## config.mk

```make
export PLATFORM = sky130hd
export DESIGN_NAME = exc_ctrl
export DESIGN_NICKNAME = d
export VERILOG_FILES = /design/src/rtl/exc_pkg.sv /design/src/rtl/exc_prio_enc.sv /design/src/rtl/exc_ctrl.sv
export SDC_FILE = /design/constraint.sdc
export NUM_CORES = 1
export LEC_CHECK = 0
export BUFFER_PORTS_ARGS = -buffer_cell sky130_fd_sc_hd__buf_4
export CAP_MARGIN = 30
export CORE_AREA = 2 2 124 126
export CTS_CLUSTER_DIAMETER = 60
export DETAILED_ROUTE_END_ITERATION = 10
export DIE_AREA = 0 0 126 128
export PLACE_DENSITY_LB_ADDON = 0.3
export SYNTH_ARGS = -nofsm -noshare
export SYNTH_HDL_FRONTEND = slang
export SYNTH_SLANG_ARGS = --single-unit
```

## constraint.sdc

```tcl
create_clock -name clk -period 2.3 [get_ports clk]
set_input_delay 0.23 -clock clk [delete_from_list [all_inputs] [get_ports clk]]
set_output_delay 0.23 -clock clk [all_outputs]
set_load 0.05 [all_outputs]
```

## src/rtl/exc_pkg.sv

```systemverilog
// Shared definitions for the precise-exception controller: ExcCodes, FSM states,
// CP0 register indices and the priority-slot-to-ExcCode mapping.
package exc_pkg;

    localparam logic [4:0] EXC_INT  = 5'h00;
    localparam logic [4:0] EXC_ADEL = 5'h04;
    localparam logic [4:0] EXC_ADES = 5'h05;
    localparam logic [4:0] EXC_SYS  = 5'h08;
    localparam logic [4:0] EXC_BP   = 5'h09;
    localparam logic [4:0] EXC_RI   = 5'h0A;
    localparam logic [4:0] EXC_OV   = 5'h0C;

    localparam int CP0_BADVADDR = 8;
    localparam int CP0_STATUS   = 12;
    localparam int CP0_CAUSE    = 13;
    localparam int CP0_EPC      = 14;

    typedef enum logic [1:0] {
        IDLE,
        LOG,
        ERET_CLR,
        REDIRECT
    } exc_state_t;

    // Slot 0 is the highest priority (interrupt), slot 7 the lowest (AdES).
    function automatic logic [4:0] prio_code(input logic [2:0] slot);
        case (slot)
            3'd0:    prio_code = EXC_INT;
            3'd1:    prio_code = EXC_ADEL;
            3'd2:    prio_code = EXC_RI;
            3'd3:    prio_code = EXC_OV;
            3'd4:    prio_code = EXC_SYS;
            3'd5:    prio_code = EXC_BP;
            3'd6:    prio_code = EXC_ADEL;
            default: prio_code = EXC_ADES;
        endcase
    endfunction

endpackage

```

## src/rtl/exc_prio_enc.sv

```systemverilog
// Combinational priority encoder: picks the highest-priority pending cause and
// reports its ExcCode, whether it is an address error, and whether it is a fetch fault.
module exc_prio_enc
    import exc_pkg::*;
(
    input  logic       int_pend,
    input  logic       adel_if,
    input  logic       ri,
    input  logic       ov,
    input  logic       sys,
    input  logic       bp,
    input  logic       adel_d,
    input  logic       ades,
    output logic       hit,
    output logic [4:0] code,
    output logic       is_addr_err,
    output logic       is_fetch
);

    logic [7:0] req;
    logic [2:0] sel;

    assign req = {ades, adel_d, bp, sys, ov, ri, adel_if, int_pend};

    always_comb begin
        sel = 3'd0;
        for (int i = 7; i >= 0; i--) begin
            if (req[i]) begin
                sel = 3'(i);
            end
        end
    end

    always_comb begin
        hit         = |req;
        code        = 5'd0;
        is_addr_err = 1'b0;
        is_fetch    = 1'b0;
        if (hit) begin
            code        = prio_code(sel);
            is_addr_err = (sel == 3'd1) || (sel == 3'd6) || (sel == 3'd7);
            is_fetch    = (sel == 3'd1);
        end
    end

endmodule

```

## src/rtl/exc_ctrl.sv

```systemverilog
// Precise exception / interrupt controller beside the MEM stage: logs the winning cause
// into CP0, flushes the pipe and redirects fetch. Optional macro: EXC_TIMER_INT_EN.
module exc_ctrl
    import exc_pkg::*;
#(
    parameter int               WIDTH      = 32,
    parameter logic [WIDTH-1:0] EXC_VECTOR = 32'hBFC0_0380
) (
    input  logic             clk,
    input  logic             rst,
    input  logic             mem_valid,
    input  logic [WIDTH-1:0] mem_pc,
    input  logic             mem_in_ds,
    input  logic             exc_adel_if,
    input  logic             exc_ri,
    input  logic             exc_ov,
    input  logic             exc_sys,
    input  logic             exc_bp,
    input  logic             exc_adel_d,
    input  logic             exc_ades,
    input  logic             is_eret,
    input  logic [WIDTH-1:0] mem_badvaddr,
    input  logic [5:0]       hw_int,
`ifdef EXC_TIMER_INT_EN
    input  logic             timer_int,
`endif
    input  logic [WIDTH-1:0] cp0_status,
    input  logic [WIDTH-1:0] cp0_cause,
    input  logic [WIDTH-1:0] cp0_epc,
    output logic [WIDTH-1:0] cp0_we,
    output logic [4:0]       cp0_exc_code,
    output logic [WIDTH-1:0] cp0_epc_o,
    output logic [WIDTH-1:0] cp0_badvaddr_o,
    output logic             cp0_bd,
    output logic             cp0_exl,
    output logic             cp0_ie,
    output logic             exc_hit,
    output logic             flush,
    output logic             stall,
    output logic             redirect_valid,
    output logic [WIDTH-1:0] redirect_pc
);

    exc_state_t       state_reg, state_next;
    logic [5:0]       hw_int_src;
    logic [5:0]       hw_int_reg;
    logic             int_pend;
    logic             hit, is_addr_err, is_fetch;
    logic [4:0]       code;
    logic             take_exc, take_eret;

    logic [4:0]       code_reg;
    logic [WIDTH-1:0] pc_reg;
    logic [WIDTH-1:0] badvaddr_reg;
    logic             bd_reg;
    logic             addr_err_reg;
    logic             eret_reg;

`ifdef EXC_TIMER_INT_EN
    assign hw_int_src = {hw_int[5] | timer_int, hw_int[4:0]};
`else
    assign hw_int_src = hw_int;
`endif

    // IM[15:8] masks {IP7..IP2 (hardware), IP1..IP0 (software)}.
    assign int_pend = cp0_status[0] & ~cp0_status[1]
                    & |(cp0_status[15:8] & {hw_int_reg, cp0_cause[9:8]});

    exc_prio_enc u_prio (
        .int_pend    (int_pend),
        .adel_if     (exc_adel_if),
        .ri          (exc_ri),
        .ov          (exc_ov),
        .sys         (exc_sys),
        .bp          (exc_bp),
        .adel_d      (exc_adel_d),
        .ades        (exc_ades),
        .hit         (hit),
        .code        (code),
        .is_addr_err (is_addr_err),
        .is_fetch    (is_fetch)
    );

    assign take_exc  = (state_reg == IDLE) && mem_valid && hit;
    assign take_eret = (state_reg == IDLE) && mem_valid && is_eret && !hit;
    assign exc_hit   = !rst && (take_exc || take_eret);

    logic unused_bits;
    assign unused_bits = ^{cp0_status[WIDTH-1:16], cp0_status[7:2],
                           cp0_cause[WIDTH-1:10], cp0_cause[7:0]};

    always_ff @(posedge clk or posedge rst) begin
        if (rst) begin
            state_reg    <= IDLE;
            hw_int_reg   <= '0;
            code_reg     <= '0;
            pc_reg       <= '0;
            badvaddr_reg <= '0;
            bd_reg       <= 1'b0;
            addr_err_reg <= 1'b0;
            eret_reg     <= 1'b0;
        end else begin
            state_reg  <= state_next;
            hw_int_reg <= hw_int_src;
            if (take_exc) begin
                code_reg     <= code;
                pc_reg       <= mem_pc;
                badvaddr_reg <= is_fetch ? mem_pc : mem_badvaddr;
                bd_reg       <= mem_in_ds;
                addr_err_reg <= is_addr_err;
                eret_reg     <= 1'b0;
            end else if (take_eret) begin
                eret_reg     <= 1'b1;
            end
            // The return target is sampled from CP0 one cycle after ERET is seen.
            if (state_reg == ERET_CLR) begin
                pc_reg <= cp0_epc;
            end
        end
    end

    always_comb begin
        state_next     = state_reg;
        cp0_we         = '0;
        cp0_exc_code   = '0;
        cp0_epc_o      = '0;
        cp0_badvaddr_o = '0;
        cp0_bd         = 1'b0;
        cp0_exl        = 1'b0;
        cp0_ie         = 1'b0;
        flush          = 1'b0;
        stall          = 1'b0;
        redirect_valid = 1'b0;
        redirect_pc    = '0;
        case (state_reg)
            IDLE: begin
                if (take_exc) begin
                    state_next = LOG;
                end else if (take_eret) begin
                    state_next = ERET_CLR;
                end
            end
            LOG: begin
                cp0_we[CP0_STATUS]   = 1'b1;
                cp0_we[CP0_CAUSE]    = 1'b1;
                cp0_we[CP0_EPC]      = 1'b1;
                cp0_we[CP0_BADVADDR] = addr_err_reg;
                cp0_exc_code         = code_reg;
                cp0_epc_o            = pc_reg;
                cp0_badvaddr_o       = badvaddr_reg;
                cp0_bd               = bd_reg;
                cp0_exl              = 1'b1;
                cp0_ie               = cp0_status[0];
                flush                = 1'b1;
                stall                = 1'b1;
                state_next           = REDIRECT;
            end
            ERET_CLR: begin
                cp0_we[CP0_STATUS] = 1'b1;
                cp0_ie             = cp0_status[0];
                flush              = 1'b1;
                stall              = 1'b1;
                state_next         = REDIRECT;
            end
            REDIRECT: begin
                redirect_valid = 1'b1;
                redirect_pc    = eret_reg ? pc_reg : EXC_VECTOR;
                stall          = 1'b1;
                state_next     = IDLE;
            end
            default: state_next = IDLE;
        endcase
    end

endmodule

```

=== Word-level counts from Yosys, hierarchy flattened ===
Index checks and enable logic that the tools add are counted.

* $add $sub $neg: 0
* Multipliers: 0
* Div/mod/pow operators: 0
* $lt $le $gt $ge: 0
* Equal/unequal tests: 11
* Shift operators: 0
* Mux-type cells: 33
* Bitwise operators: 4
* Reductions and logical operators: 19

{| class="wikitable"
|+ Operators with widths
! cell !! count
|-
| $mux 32 || 7
|-
| $mux 3 || 8
|-
| $pmux 4 s6 || 1
|-
| $reduce_or 8->1 || 2
|-
| $eq 3x3->1 const B || 4
|-
| $mux 1 || 11
|-
| $mux 5 || 2
|-
| $and 8x8->8 || 1
|-
| $eq 3x2->1 const B || 2
|-
| $mux 2 || 3
|-
| $pmux 2 s3 || 1
|-
| $logic_and 1x1->1 || 5
|-
| $eq 2x2->1 const B || 2
|-
| $reduce_bool 2->1 || 2
|-
| $reduce_or 2->1 || 2
|-
| $eq 3x1->1 const B || 1
|-
| $logic_not 3->1 || 1
|-
| $logic_or 1x1->1 || 3
|-
| $ne 3x3->1 const B || 1
|-
| $reduce_or 3->1 || 1
|-
| $and 1x1->1 || 2
|-
| $eq 2x1->1 const B || 1
|-
| $logic_not 1->1 || 2
|-
| $logic_not 2->1 || 1
|-
| $not 1->1 || 1
|}

* Flip-flop bits (word level): 80
* Latch bits: 0
* Bits in writable memories: 0
* ROM bits: 0
* Bits of input ports: 178
* Output and inout port bits: 140
* Memories kept: 0

=== Logic depth before layout (Yosys ltp) ===
Gate-level depths: netlist (run 1).

* Depth in word-level cells: 12
* Depth in mapped cells: 8
* Depth with buffers taken out: 6

=== By module ===
From an unflattened synthesis (run 1), not the netlist that was laid out.

* Cell total of the unflattened synthesis: 560
* Area total of the unflattened synthesis: 4,809.6 sq um

{| class="wikitable"
|+ By module, submodules not included
! module !! instances !! cells each !! area an instance (sq um) !! sequential area each (sq um)
|-
| exc_ctrl || 1 || 541 || 4,687.0 || 2,001.9
|-
| exc_prio_enc || 1 || 19 || 122.6 || 0.0
|}

=== Worst setup path after synthesis (run 1) ===
Ideal clock, no wire load.

* Path kind: register to output
* Start point: reg hw_int_reg[0]
* End point: out exc_hit
* Data arrival time: 2.385 ns
* Slack: -0.315 ns
* Cell stages (with the launch flop): 8
* Buffers on the path: 3
* Cell sequence: dfrtp_1 a22o_1 o41a_1 clkbuf_1 buf_2 buf_2 nor3_1 nor3_1

* Longest elaborated chain between the ends: 8
* Elaborated cells on any way between the ends: 9
* Those cells by class: bitwise: 2; reduce/logical: 7

{| class="wikitable"
|+ RTL lines
! item !! line !! RTL
|-
| start: declaration || exc_ctrl.sv:46 || <nowiki>logic [5:0] hw_int_reg;</nowiki>
|-
| start signal: assignment || exc_ctrl.sv:104 || <nowiki>hw_int_reg <= hw_int_src;</nowiki>
|-
| $and 8x8->8 * || exc_ctrl.sv:67 || <nowiki>& |(cp0_status[15:8] & {hw_int_reg, cp0_cause[9:8]});</nowiki>
|-
| $reduce_or 8->1 * || exc_ctrl.sv:67 ||
|-
| $and 1x1->1 * || exc_ctrl.sv:67 ||
|-
| $reduce_or 8->1 * || exc_prio_enc.sv:35 || <nowiki>hit = |req;</nowiki>
|-
| $logic_not 1->1 || exc_ctrl.sv:85 || <nowiki>assign take_eret = (state_reg == IDLE) && mem_valid && is_eret && !hit;</nowiki>
|-
| $logic_and 1x1->1 || exc_ctrl.sv:85 ||
|-
| $logic_or 1x1->1 * || exc_ctrl.sv:86 || <nowiki>assign exc_hit = !rst && (take_exc || take_eret);</nowiki>
|-
| $logic_and 1x1->1 * || exc_ctrl.sv:86 ||
|-
| end: declaration || exc_ctrl.sv:37 || <nowiki>output logic exc_hit,</nowiki>
|}

Mark *: on every way between the ends. The rest lies on a longest branch, timed or not.

=== Worst setup path in the final report (run 1) ===
* Start point: reg hw_int_reg[1]
* End point: out exc_hit

Same word-level chain as after synthesis.

==> qor.yml, run 1 <==
status:
  status: "finished with violations"
  violations: "hold timing"
logic_synthesis:
  synthSimpleGateAreaFrac_pct: 21.3
  synth_top_family_by_area: "compound AO/OA/AOI/OAI gates"
  synth_fa_ha_area_share_pct: 1.15
  synth-seq-cells: 79
  ys_seq_area_share_pct: 36.3
  synth_top_area_share_pct: 36.3
  yosys.area_share.xor_xnor_pct: 0
  syn-instance-count: 666
  netlist_area_mm2: 0.00545
  avgSynthCellArea_um2: 8.18
  synth_top_area_cell: "dfrtp_1"
  synth-compound-area-share_pct: 24.3
  synth_cell_types: 41
  yosys-top-cells-area: "dfrtp_1 (36%), and2_1 (8.3%), inv_1 (7.9%)"
  yosys_warnings: 0
  synthMuxAreaShare_pct: 0.597
job:
  drv_cap: 0
timing:
  hold-worst-slack_ps: -25.1
  fin_worst_skew_ps: 5.62
  final_max_slew_viol_count: 0
  rsz0062_at_grt: "true"
  hold_viol_final: 16
  worst_pin_slew_ps: 1020
  slew_headroom_pct: 32.1
  layout_min_cycle_time_ps: 2190
  setup-violations-final: 0
  fmax_ghz: 0.456
  finalCritPeriodShare_pct: 95.2
die:
  fp.dieW_um: 126
  core_area_mm2: 0.0149
  initial_utilization_pct: 36.6
  die_area_mm2: 0.0161
  num_rows: 45
  io_pins: 318
  fp.dieH_um: 128
grt:
  grt_overflow_total: 0
  grt_pass1_wl_um: 29300
  grt_max_degree: 80
  first_global_vias: 5352
  grtUsageTotal_pct: 22.9
  busiest_layer: "met2"
  use_met1_pct: 30.2
  met3_usage_pct: 4.17
  antenna_found_initial: 0
  grt_use_met2_pct: 37.6
routing:
  wl_um: 18600
  viasPerCell: 5.18
  vias: 5596
  ant_nets: 0
  wl_per_cell_um: 17.2
  drt_first_pass_iters: 6
  drt_iter0_drc: 432
  drc: 0
power_and_ir_drop:
  p_leak_nw: 4.03
  p_per_area_mw_per_mm2: 1410
  ir_drop_mv: 1.17
clocking:
  ctsLongestPathBuffers: 2
  numClockSinks: 79
  cts_root_buffer: "clkbuf_16"
  cts_tree: "built"
  path_clk_slew_ps: 60
  cts_htree_levels: 3
  clk_latency_ps: 340
  cts_buffers: 9
worst_setup_path:
  crit_required_ps: 2070
  r2r_cells: 6
  path_delay_family: "compound AO/OA/AOI/OAI gates"
  worst_ep_arrival_time_ps: 1960
  crit_chain: "a22o_1 -> o41a_4 -> nor3_4 -> nor3_2 -> buf_4"
  slowest_stage: "o41a_4"
  critPathMaxStageDelay_ps: 610
  start_kind: "flip-flop"
  crit_type: "flip-flop to output port"
  crit_path_end_kind: "output port"
  cp_max_fo: 11
  critical_path_buf_inv_count: 1
  path_depth: 5
place:
  dpl_cell_area_mm2: 0.00740
  hpwl_um: 13100
  gp_congestion: 0.865
  io_buffers: 236
final_layout:
  layout-drive-gt1-share_pct: 33.0
  diodes: 0
  fin_area_mm2: 0.00780
  area_delta_synth_final_pct: 43.3
  nNetsFinal: 1070
  utilization_pct: 52.5
worst_hold_path:
  worst_hold_path_type: "primary input to asynchronous set/reset pin"
==> where the power goes <==
group          internal [mW]  switching, mW
combinational           2.43           4.55
clock                   1.01          0.573
sequential              2.03          0.432
==> synth_stat cells, drive strengths merged <==
library cell and instances:
o21ai 15, a221oi 1, or3 22, nor4 3, a2bb2oi 1, a211oi 32
o221a 1, dfrtp 79, a22o 4, and2 72, nand2 34, clkbuf 44
nor2b 3, o311ai 1, buf 43, ha 5, o211ai 1, conb 1
a21boi 12, nor3 29, inv 114, o22ai 1, o41ai 1, mux2 2
o2bb2ai 1, nor3b 1, or4 1, a21o 1, o31ai 22, o41a 1
nor2 27, a222oi 32, a21oi 14, a32o 1, mux2i 1, o311a 20
and3 21, nand2b 2
==> cells in the final DEF (no fill, tap or decap), drive strengths merged, types with 12 or more instances in the layout <==
| cell | instances |
|---|---|
| a211oi | 32 |
| a21boi | 12 |
| a21oi | 14 |
| a222oi | 32 |
| and2 | 72 |
| and3 | 21 |
| buf | 263 |
| clkbuf | 13 |
| conb | 29 |
| dfrtp | 79 |
| inv | 113 |
| nand2 | 34 |
| nor2 | 27 |
| nor3 | 29 |
| o21ai | 15 |
| o311a | 20 |
| o31ai | 22 |
| or3 | 22 |
==> per-stage QoR <==
stage / TNS (ps) / power [mW] / setup slack (ps) / std cells / hold WS [ps]
final: 0 / 11.0 / 109 / 1080 / -25.1
after global routing: -110 / 11.7 / -21.3 / 1080 / 21.2
after CTS: 0 / 11.1 / 59.8 / 1080 / 15.8
after detailed placement: 0 / 9.48 / 159 / 1058 / 341
after global placement: 0 / 9.42 / 176 / 1058 / 340
after floorplan: -2660 / 7.46 / -266 / 694 / 261
==> layout make-up <==
cell class / instances / area (um2)
repair buffers: 269 / 2080
fillers: 1460 / 7060
inverters: 114 / 429
clock inverters: 3 / 65.1
multi-input cells: 414 / 2750
clock buffers: 13 / 260
flip-flops and latches: 79 / 1980
well taps: 188 / 235
==> path summary, 6_finish.rpt <==
path	startpoint	to	slack [ps]
setup / recovery	hw_int_reg[1]$_DFF_PP0_	exc_hit	110
hold / removal	rst	code_reg[3]$_DFFE_PP0P_	-30
setup reg to reg	state_reg[0]$_DFFE_PP0P_	badvaddr_reg[11]$_DFFE_PP0P_	120
hold reg to reg	code_reg[3]$_DFFE_PP0P_	code_reg[3]$_DFFE_PP0P_	480
max in group asynchronous	rst	addr_err_reg$_DFFE_PP0P_	1950
min in group clk	mem_in_ds	bd_reg$_DFFE_PP0P_	120
==> metal layers <==
metal,share of wire (%),wire length [um],vias up
li1,-,-,2692
met3,6.9,1280,30
met2,49,9070,248
met5,0,0,-
met4,2.3,423,0
met1,42,7810,2626
==> worst reg2reg max path, stage by stage, from the launching register on <==
cell      delay [ps]
dfrtp_1          400
inv_1            150
ha_1             220
and2_1           170
o21ai_2           80
o22ai_4          750
a222oi_1         230
==> kinds of logic after synthesis <==
| kind of cell | count (synthesis) |
|---|---|
| other | 1 |
| AND/OR/NAND/NOR | 215 |
| AO/OA/AOI/OAI | 162 |
| buffers and inverters | 201 |
| flip-flops | 79 |
| adder cells (fa/ha/maj) | 5 |
| multiplexers | 3 |
==> repair_timing <==
item,in CTS,in global routing
pin swaps,0,1
setup buffers,0,0
hold buffers,6,0
endpoints found under the setup margin,1,9
hold endpoints to repair,6,0
gates resized for setup,2,1
No activity file was read; power rests on OpenSTA's default activity.
==> run 2, diff against run 1 <==
--- a/config.mk
+++ b/config.mk
@@ -7,10 +7,13 @@
 export LEC_CHECK = 0
 export BUFFER_PORTS_ARGS = -buffer_cell sky130_fd_sc_hd__buf_4
 export CAP_MARGIN = 30
-export CORE_AREA = 2 2 124 126
+export CELL_PAD_IN_SITES_DETAIL_PLACEMENT = 2
+export CELL_PAD_IN_SITES_GLOBAL_PLACEMENT = 2
+export CORE_AREA = 2 2 165 167
 export CTS_CLUSTER_DIAMETER = 60
 export DETAILED_ROUTE_END_ITERATION = 10
-export DIE_AREA = 0 0 126 128
+export DIE_AREA = 0 0 167 169
+export HOLD_SLACK_MARGIN = 0.1
 export PLACE_DENSITY_LB_ADDON = 0.3
 export SYNTH_ARGS = -nofsm -noshare
 export SYNTH_HDL_FRONTEND = slang
==> run 2 against run 1 <==
Compared with the run above: the flow now finishes without violations; final area increased by 2.4%; worst hold slack improved by 150 ps; total power increased by 1.0%; critical path depth is the same; first-iteration DRC count down 29%; maximum frequency up 0.67%; highest routed layer unchanged.
==> qor.yml, run 2 (synthesized netlist as in run 1, its figures left out) <==
final_layout:
  final_cell_mix: "buf_4 (257), inv_1 (113), dfrtp_1 (79)"  # was buf_4 (259), inv_1 (113), dfrtp_1 (79)
  fillers: 3124  # was 1460
  nNetsFinal: 1072  # was 1070
  layout-drive-gt1-share_pct: 32.8  # was 33.0%
  final_common_cell: "buf_4"  # unchanged
  fin_area_mm2: 0.00799  # was 0.00780 mm2
  area_delta_synth_final_pct: 46.7  # was 43.3%
  stdcell_count: 1236  # was 1080
  utilization_pct: 30.1  # was 52.5%
place:
  io_buffers: 236  # unchanged
  placed_cells: 1212  # was 1058
  hpwl_um: 18700  # was 13100 um
  dpl_cell_area_mm2: 0.00762  # was 0.00740 mm2
  gp_congestion: 0.802  # was 0.865
  place_ws_ps: 170  # was 159 ps
timing:
  fin_ws_ps: 124  # was 109 ps
  setup-violations-final: 0  # unchanged
  rsz0062_at_grt: "false"  # was true
  finalCritPeriodShare_pct: 94.6  # was 95.2%
  final_max_slew_viol_count: 0  # unchanged
  hold_viol_final: 0  # was 16
  slew_headroom_pct: 62.9  # was 32.1%
  worst_pin_slew_ps: 557  # was 1020 ps
  fin_tns_setup_ps: 0  # unchanged
  layout_min_cycle_time_ps: 2180  # was 2190 ps
  fin_worst_skew_ps: 7.67  # was 5.62 ps
  hold-worst-slack_ps: 123  # was -25.1 ps
  fmax_ghz: 0.460  # was 0.456 GHz
grt:
  grt_max_degree: 74  # was 80
  first_global_vias: 6061  # was 5352
  antenna_found_initial: 1  # was 0
  grtUsageTotal_pct: 17.6  # was 22.9%
  grt_overflow_total: 0  # unchanged
  grt_pass1_wl_um: 38000  # was 29300 um
power_and_ir_drop:
  p_leak_nw: 4.04  # was 4.03 nW
  p_per_area_mw_per_mm2: 1400  # was 1410 mW/mm2
  finalPower_mw: 11.1  # was 11.0 mW
  ir_drop_mv: 0.511  # was 1.17 mV
status:
  status: "complete, no violations"  # was finished with violations
routing:
  drt_first_pass_iters: 5  # was 6
  wl_per_cell_um: 20.4  # was 17.2 um
  viasPerCell: 4.63  # was 5.18
  vias: 5722  # was 5596
  wl_um: 25200  # was 18600 um
  drc: 0  # unchanged
  drt_iter0_drc: 305  # was 432
  ant_nets: 0  # unchanged
die:
  num_rows: 60  # was 45
  core_area_mm2: 0.0265  # was 0.0149 mm2
  io_pins: 318  # unchanged
  die_area_mm2: 0.0282  # was 0.0161 mm2
  fp.dieH_um: 169  # was 128 um
  fp.dieW_um: 167  # was 126 um
  initial_utilization_pct: 20.5  # was 36.6%
worst_setup_path:
  worst_ep_arrival_time_ps: 1950  # was 1960 ps
  critical_path_buf_inv_count: 1  # unchanged
  path_delay_family: "compound AO/OA/AOI/OAI gates"  # unchanged
  crit_path_end_kind: "output port"  # unchanged
  cp_max_fo: 5  # was 11
  crit_required_ps: 2070  # about the same
  critPathMaxStageDelay_ps: 590  # was 610 ps
  crit_chain: "a22o_1 -> o41a_2 -> nor3_2 -> nor3_2 -> buf_4"  # was a22o_1 -> o41a_4 -> nor3_4 -> nor3_2 -> buf_4
  slowest_stage: "o41a_2"  # was o41a_4
  crit_top_cell: "nor3_2"
  start_kind: "flip-flop"  # unchanged
  crit_type: "flip-flop to output port"  # unchanged
clocking:
  cts_setup_buffers: 0  # unchanged
  clk_latency_ps: 350  # was 340 ps
  path_clk_slew_ps: 60  # about the same
  cts_htree_levels: 3  # unchanged
  ctsLongestPathBuffers: 2  # unchanged
  cts_root_buffer: "clkbuf_16"  # unchanged
  cts_buffers: 9  # unchanged
  cts_tree: "built"  # unchanged
  numClockSinks: 79  # unchanged
worst_hold_path:
  worst_hold_path_type: "primary input to flip-flop"  # was primary input to asynchronous set/reset pin
job:
  drv_cap: 0  # unchanged
run 2: worst paths after layout:
kind / cells past startpoint / endpoint / slack, ps / start
max: 5 / exc_hit / 120 / hw_int_reg[0]$_DFF_PP0_
min reg2reg: 1 / code_reg[3]$_DFFE_PP0P_ / 490 / code_reg[3]$_DFFE_PP0P_
min in group asynchronous: 3 / badvaddr_reg[29]$_DFFE_PP0P_ / 540 / rst
min: 2 / bd_reg$_DFFE_PP0P_ / 120 / mem_in_ds
max in group asynchronous: 4 / hw_int_reg[0]$_DFF_PP0_ / 1090 / rst
max reg2reg: 6 / badvaddr_reg[4]$_DFFE_PP0P_ / 200 / hw_int_reg[0]$_DFF_PP0_
run 2: layout make-up:
| class | count | area, um2 | area share [%] |
|---|---|---|---|
| Inverter | 114 | 430 | 5.39 |
| Sequential cell | 79 | 1980 | 24.7 |
| Clock inverter | 2 | 13.8 | 0.172 |
| Antenna cell | 1 | 2.50 | 0.0313 |
| Timing Repair Buffer | 271 | 2140 | 26.8 |
| Tap cell | 341 | 427 | 5.34 |
| Clock buffer | 14 | 274 | 3.43 |
| Multi-Input combinational cell | 414 | 2720 | 34.1 |
run 2: report_power, final:
group / switching [mW] / internal (mW) / leakage [nW] / total (mW)
logic: 4.73 / 2.48 / 2.98 / 7.20
registers: 0.475 / 2.03 / 0.913 / 2.50
clock network: 0.614 / 0.823 / 0.143 / 1.44
total: 5.82 / 5.33 / 4.04 / 11.1
run 2: worst register-to-register path, stage by stage (launching register included):
cell      delay [ps]
dfrtp_1          360
a22o_1           250
o41a_2           590
o21ai_4          230
buf_12           190
buf_4            210
a222oi_1         130
run 2: repair_timing:
item / 4_1_cts / 5_1_grt
gates resized for setup: 0 / 1
endpoints found under the hold margin: 40 / 0
hold buffers: 7 / 0
endpoints found under the setup margin: 0 / 1
run 2: layer usage:
metal	part of all wire, %	GRT usage, %
met1	43	22.3
met2	49	30.2
met3	7.3	4.91
met4	0.76	3.26
met5	0	0
==> run 3, diff against run 2 <==
--- a/config.mk
+++ b/config.mk
@@ -7,12 +7,12 @@
 export LEC_CHECK = 0
 export BUFFER_PORTS_ARGS = -buffer_cell sky130_fd_sc_hd__buf_4
 export CAP_MARGIN = 30
-export CELL_PAD_IN_SITES_DETAIL_PLACEMENT = 2
-export CELL_PAD_IN_SITES_GLOBAL_PLACEMENT = 2
-export CORE_AREA = 2 2 165 167
+export CELL_PAD_IN_SITES_DETAIL_PLACEMENT = 0
+export CELL_PAD_IN_SITES_GLOBAL_PLACEMENT = 1
+export CORE_AREA = 2 2 143 145
 export CTS_CLUSTER_DIAMETER = 60
 export DETAILED_ROUTE_END_ITERATION = 10
-export DIE_AREA = 0 0 167 169
+export DIE_AREA = 0 0 145 147
 export HOLD_SLACK_MARGIN = 0.1
 export PLACE_DENSITY_LB_ADDON = 0.3
 export SYNTH_ARGS = -nofsm -noshare
==> run 3 against run 2 <==
Compared with the run above: die area is 24% lower; setup slack got worse by 42 ps; critical path type unchanged; worst hold slack worse by 3.2 ps; highest routed layer unchanged; critical endpoint unchanged; clock skew increased by 1.0 ps.
==> qor.yml, run 3 (synthesized netlist as in run 1, its figures left out) <==
clocking:
  cts_buffers: 9  # unchanged
  numClockSinks: 79  # unchanged
  cts_setup_buffers: 0  # unchanged
  cts_root_buffer: "clkbuf_16"  # unchanged
  cts_htree_levels: 3  # unchanged
  ctsLongestPathBuffers: 2  # unchanged
  path_clk_slew_ps: 70  # was 60 ps
  clk_latency_ps: 340  # was 350 ps
  cts_tree: "built"  # unchanged
place:
  hpwl_um: 15000  # was 18700 um
  place_ws_ps: 106  # was 170 ps
  io_buffers: 236  # unchanged
  gp_congestion: 0.800  # was 0.802
routing:
  wl_per_cell_um: 17.8  # was 20.4 um
  viasPerCell: 4.80  # was 4.63
  drt_iter0_drc: 328  # was 305
  drc: 0  # unchanged
  wl_um: 20800  # was 25200 um
  drt_first_pass_iters: 6  # was 5
  ant_nets: 0  # unchanged
  vias: 5620  # was 5722
status:
  status: "complete, no violations"  # unchanged
timing:
  setup-violations-final: 0  # unchanged
  fmax_ghz: 0.451  # was 0.460 GHz
  rsz0062_at_grt: "false"  # unchanged
  fin_worst_skew_ps: 8.69  # was 7.67 ps
  final_max_slew_viol_count: 0  # unchanged
  fin_ws_ps: 81.9  # was 124 ps
  worst_pin_slew_ps: 786  # was 557 ps
  hold_viol_final: 0  # unchanged
  slew_headroom_pct: 47.0  # was 62.9%
  hold-worst-slack_ps: 120  # was 123 ps
  layout_min_cycle_time_ps: 2220  # was 2180 ps
  finalCritPeriodShare_pct: 96.4  # was 94.6%
die:
  io_pins: 318  # unchanged
  die_area_mm2: 0.0213  # was 0.0282 mm2
  core_area_mm2: 0.0198  # was 0.0265 mm2
  initial_utilization_pct: 27.4  # was 20.5%
  num_rows: 52  # was 60
  fp.dieW_um: 145  # was 167 um
  fp.dieH_um: 147  # was 169 um
power_and_ir_drop:
  switching_share_pct: 51.0  # was 52.2%
  p_clk_share_pct: 14.2  # was 12.9%
  ir_drop_mv: 0.788  # was 0.511 mV
  p_int_mw: 5.44  # was 5.33 mW
  p_leak_nw: 4.07  # was 4.04 nW
  finalPower_mw: 11.1  # about the same
  switching_power_mw: 5.65  # was 5.82 mW
  power_frac_seq_pct: 22.4  # was 22.5%
  p_per_area_mw_per_mm2: 1390  # was 1400 mW/mm2
  pwr-share-comb_pct: 63.5  # was 64.6%
grt:
  grt_pass1_wl_um: 32300  # was 38000 um
  grt_overflow_total: 0  # unchanged
  grt_max_degree: 45  # was 74
  busiest_layer: "met2"  # unchanged
  use_met1_pct: 24.7  # was 22.3%
  antenna_found_initial: 0  # was 1
  met3_usage_pct: 4.75  # was 4.91%
  grtUsageTotal_pct: 19.2  # was 17.6%
  grt_use_met2_pct: 32.5  # was 30.2%
  first_global_vias: 5711  # was 6061
worst_setup_path:
  cp_max_fo: 4  # was 5
  crit_top_cell: "nor3_2"  # unchanged
  start_kind: "flip-flop"  # unchanged
  slowest_stage: "o41a_4"  # was o41a_2
  crit_path_end_kind: "output port"  # unchanged
  crit_type: "flip-flop to output port"  # unchanged
  crit_chain: "a22o_1 -> o41a_4 -> nor3_2 -> buf_4 -> nor3_2 -> buf_6"  # was a22o_1 -> o41a_2 -> nor3_2 -> nor3_2 -> buf_4
  crit_required_ps: 2070  # about the same
  critPathMaxStageDelay_ps: 540  # was 590 ps
  worst_ep_arrival_time_ps: 1990  # was 1950 ps
final_layout:
  final_cell_mix: "buf_4 (266), inv_1 (113), dfrtp_1 (79)"  # was buf_4 (257), inv_1 (113), dfrtp_1 (79)
  diodes: 0  # was 1
  layout-drive-gt1-share_pct: 33.7  # was 32.8%
  final_common_cell: "buf_4"  # unchanged
  utilization_pct: 40.1  # was 30.1%
  fillers: 2058  # was 3124
  area_delta_synth_final_pct: 46.2  # was 46.7%
  nNetsFinal: 1079  # was 1072
job:
  drv_cap: 0  # unchanged
worst_hold_path:
  worst_hold_path_type: "primary input to flip-flop"  # unchanged
[run 3: stage by stage]
stage,instance area [um2],instances,setup TNS (ps)
finish,7960,1171,0
CTS,7950,1171,0
global placement,7530,1147,0
detailed placement,7550,1148,0
global route,7960,1171,0
floorplan,5560,694,-2660
[run 3: what timing repair did]
action	in CTS	in global routing
setup endpoints to repair	1	10
hold buffers	7	0
hold endpoints to repair	23	0
resized for setup	2	2
[run 3: layout make-up]
cell class	count	area, um2	share of cell area, %
clock buffers	9	225	2.83
clock inverters	7	96.3	1.21
inverters	114	429	5.39
multi-input cells	414	2740	34.5
flip-flops and latches	79	1980	24.8
well taps	270	338	4.24
repair buffers	278	2150	27.0
[run 3: worst max-delay path, delay by kind of cell (launching register included)]
kind	cells	cell delay (ps)
AND/OR/NAND/NOR	2	160
buffers and inverters	2	320
flip-flops	1	360
AO/OA/AOI/OAI	2	800
[run 3: power by group through the flow]
stage                     combinational [mW]  clock, mW  sequential, mW
after floorplan                         5.14          0            2.32
final                                   7.04       1.57            2.48
after detailed placement                7.09          0            2.50
after global routing                    7.54       1.69            2.57
after CTS                               7.12       1.63            2.48
after global placement                  7.04          0            2.50
[run 3: path summary, 6_finish.rpt]
path,from,endpoint,slack (ps),cells after the start
max in group asynchronous,rst,badvaddr_reg[14]$_DFFE_PP0P_,1240,4
hold reg to reg,code_reg[3]$_DFFE_PP0P_,code_reg[3]$_DFFE_PP0P_,490,1
setup reg to reg,hw_int_reg[0]$_DFF_PP0_,badvaddr_reg[28]$_DFFE_PP0P_,110,5
setup / recovery,hw_int_reg[0]$_DFF_PP0_,exc_hit,80,6
min in group asynchronous,rst,badvaddr_reg[20]$_DFFE_PP0P_,450,3
hold / removal,mem_in_ds,bd_reg$_DFFE_PP0P_,120,2
[run 3: routing by layer]
| metal | part of all wire [%] | up-vias |
|---|---|---|
| met2 | 48 | 202 |
| met5 | 0 | - |
| met3 | 7.0 | 11 |
| met4 | 0.97 | 0 |
| met1 | 44 | 2695 |
| li1 | - | 2712 |
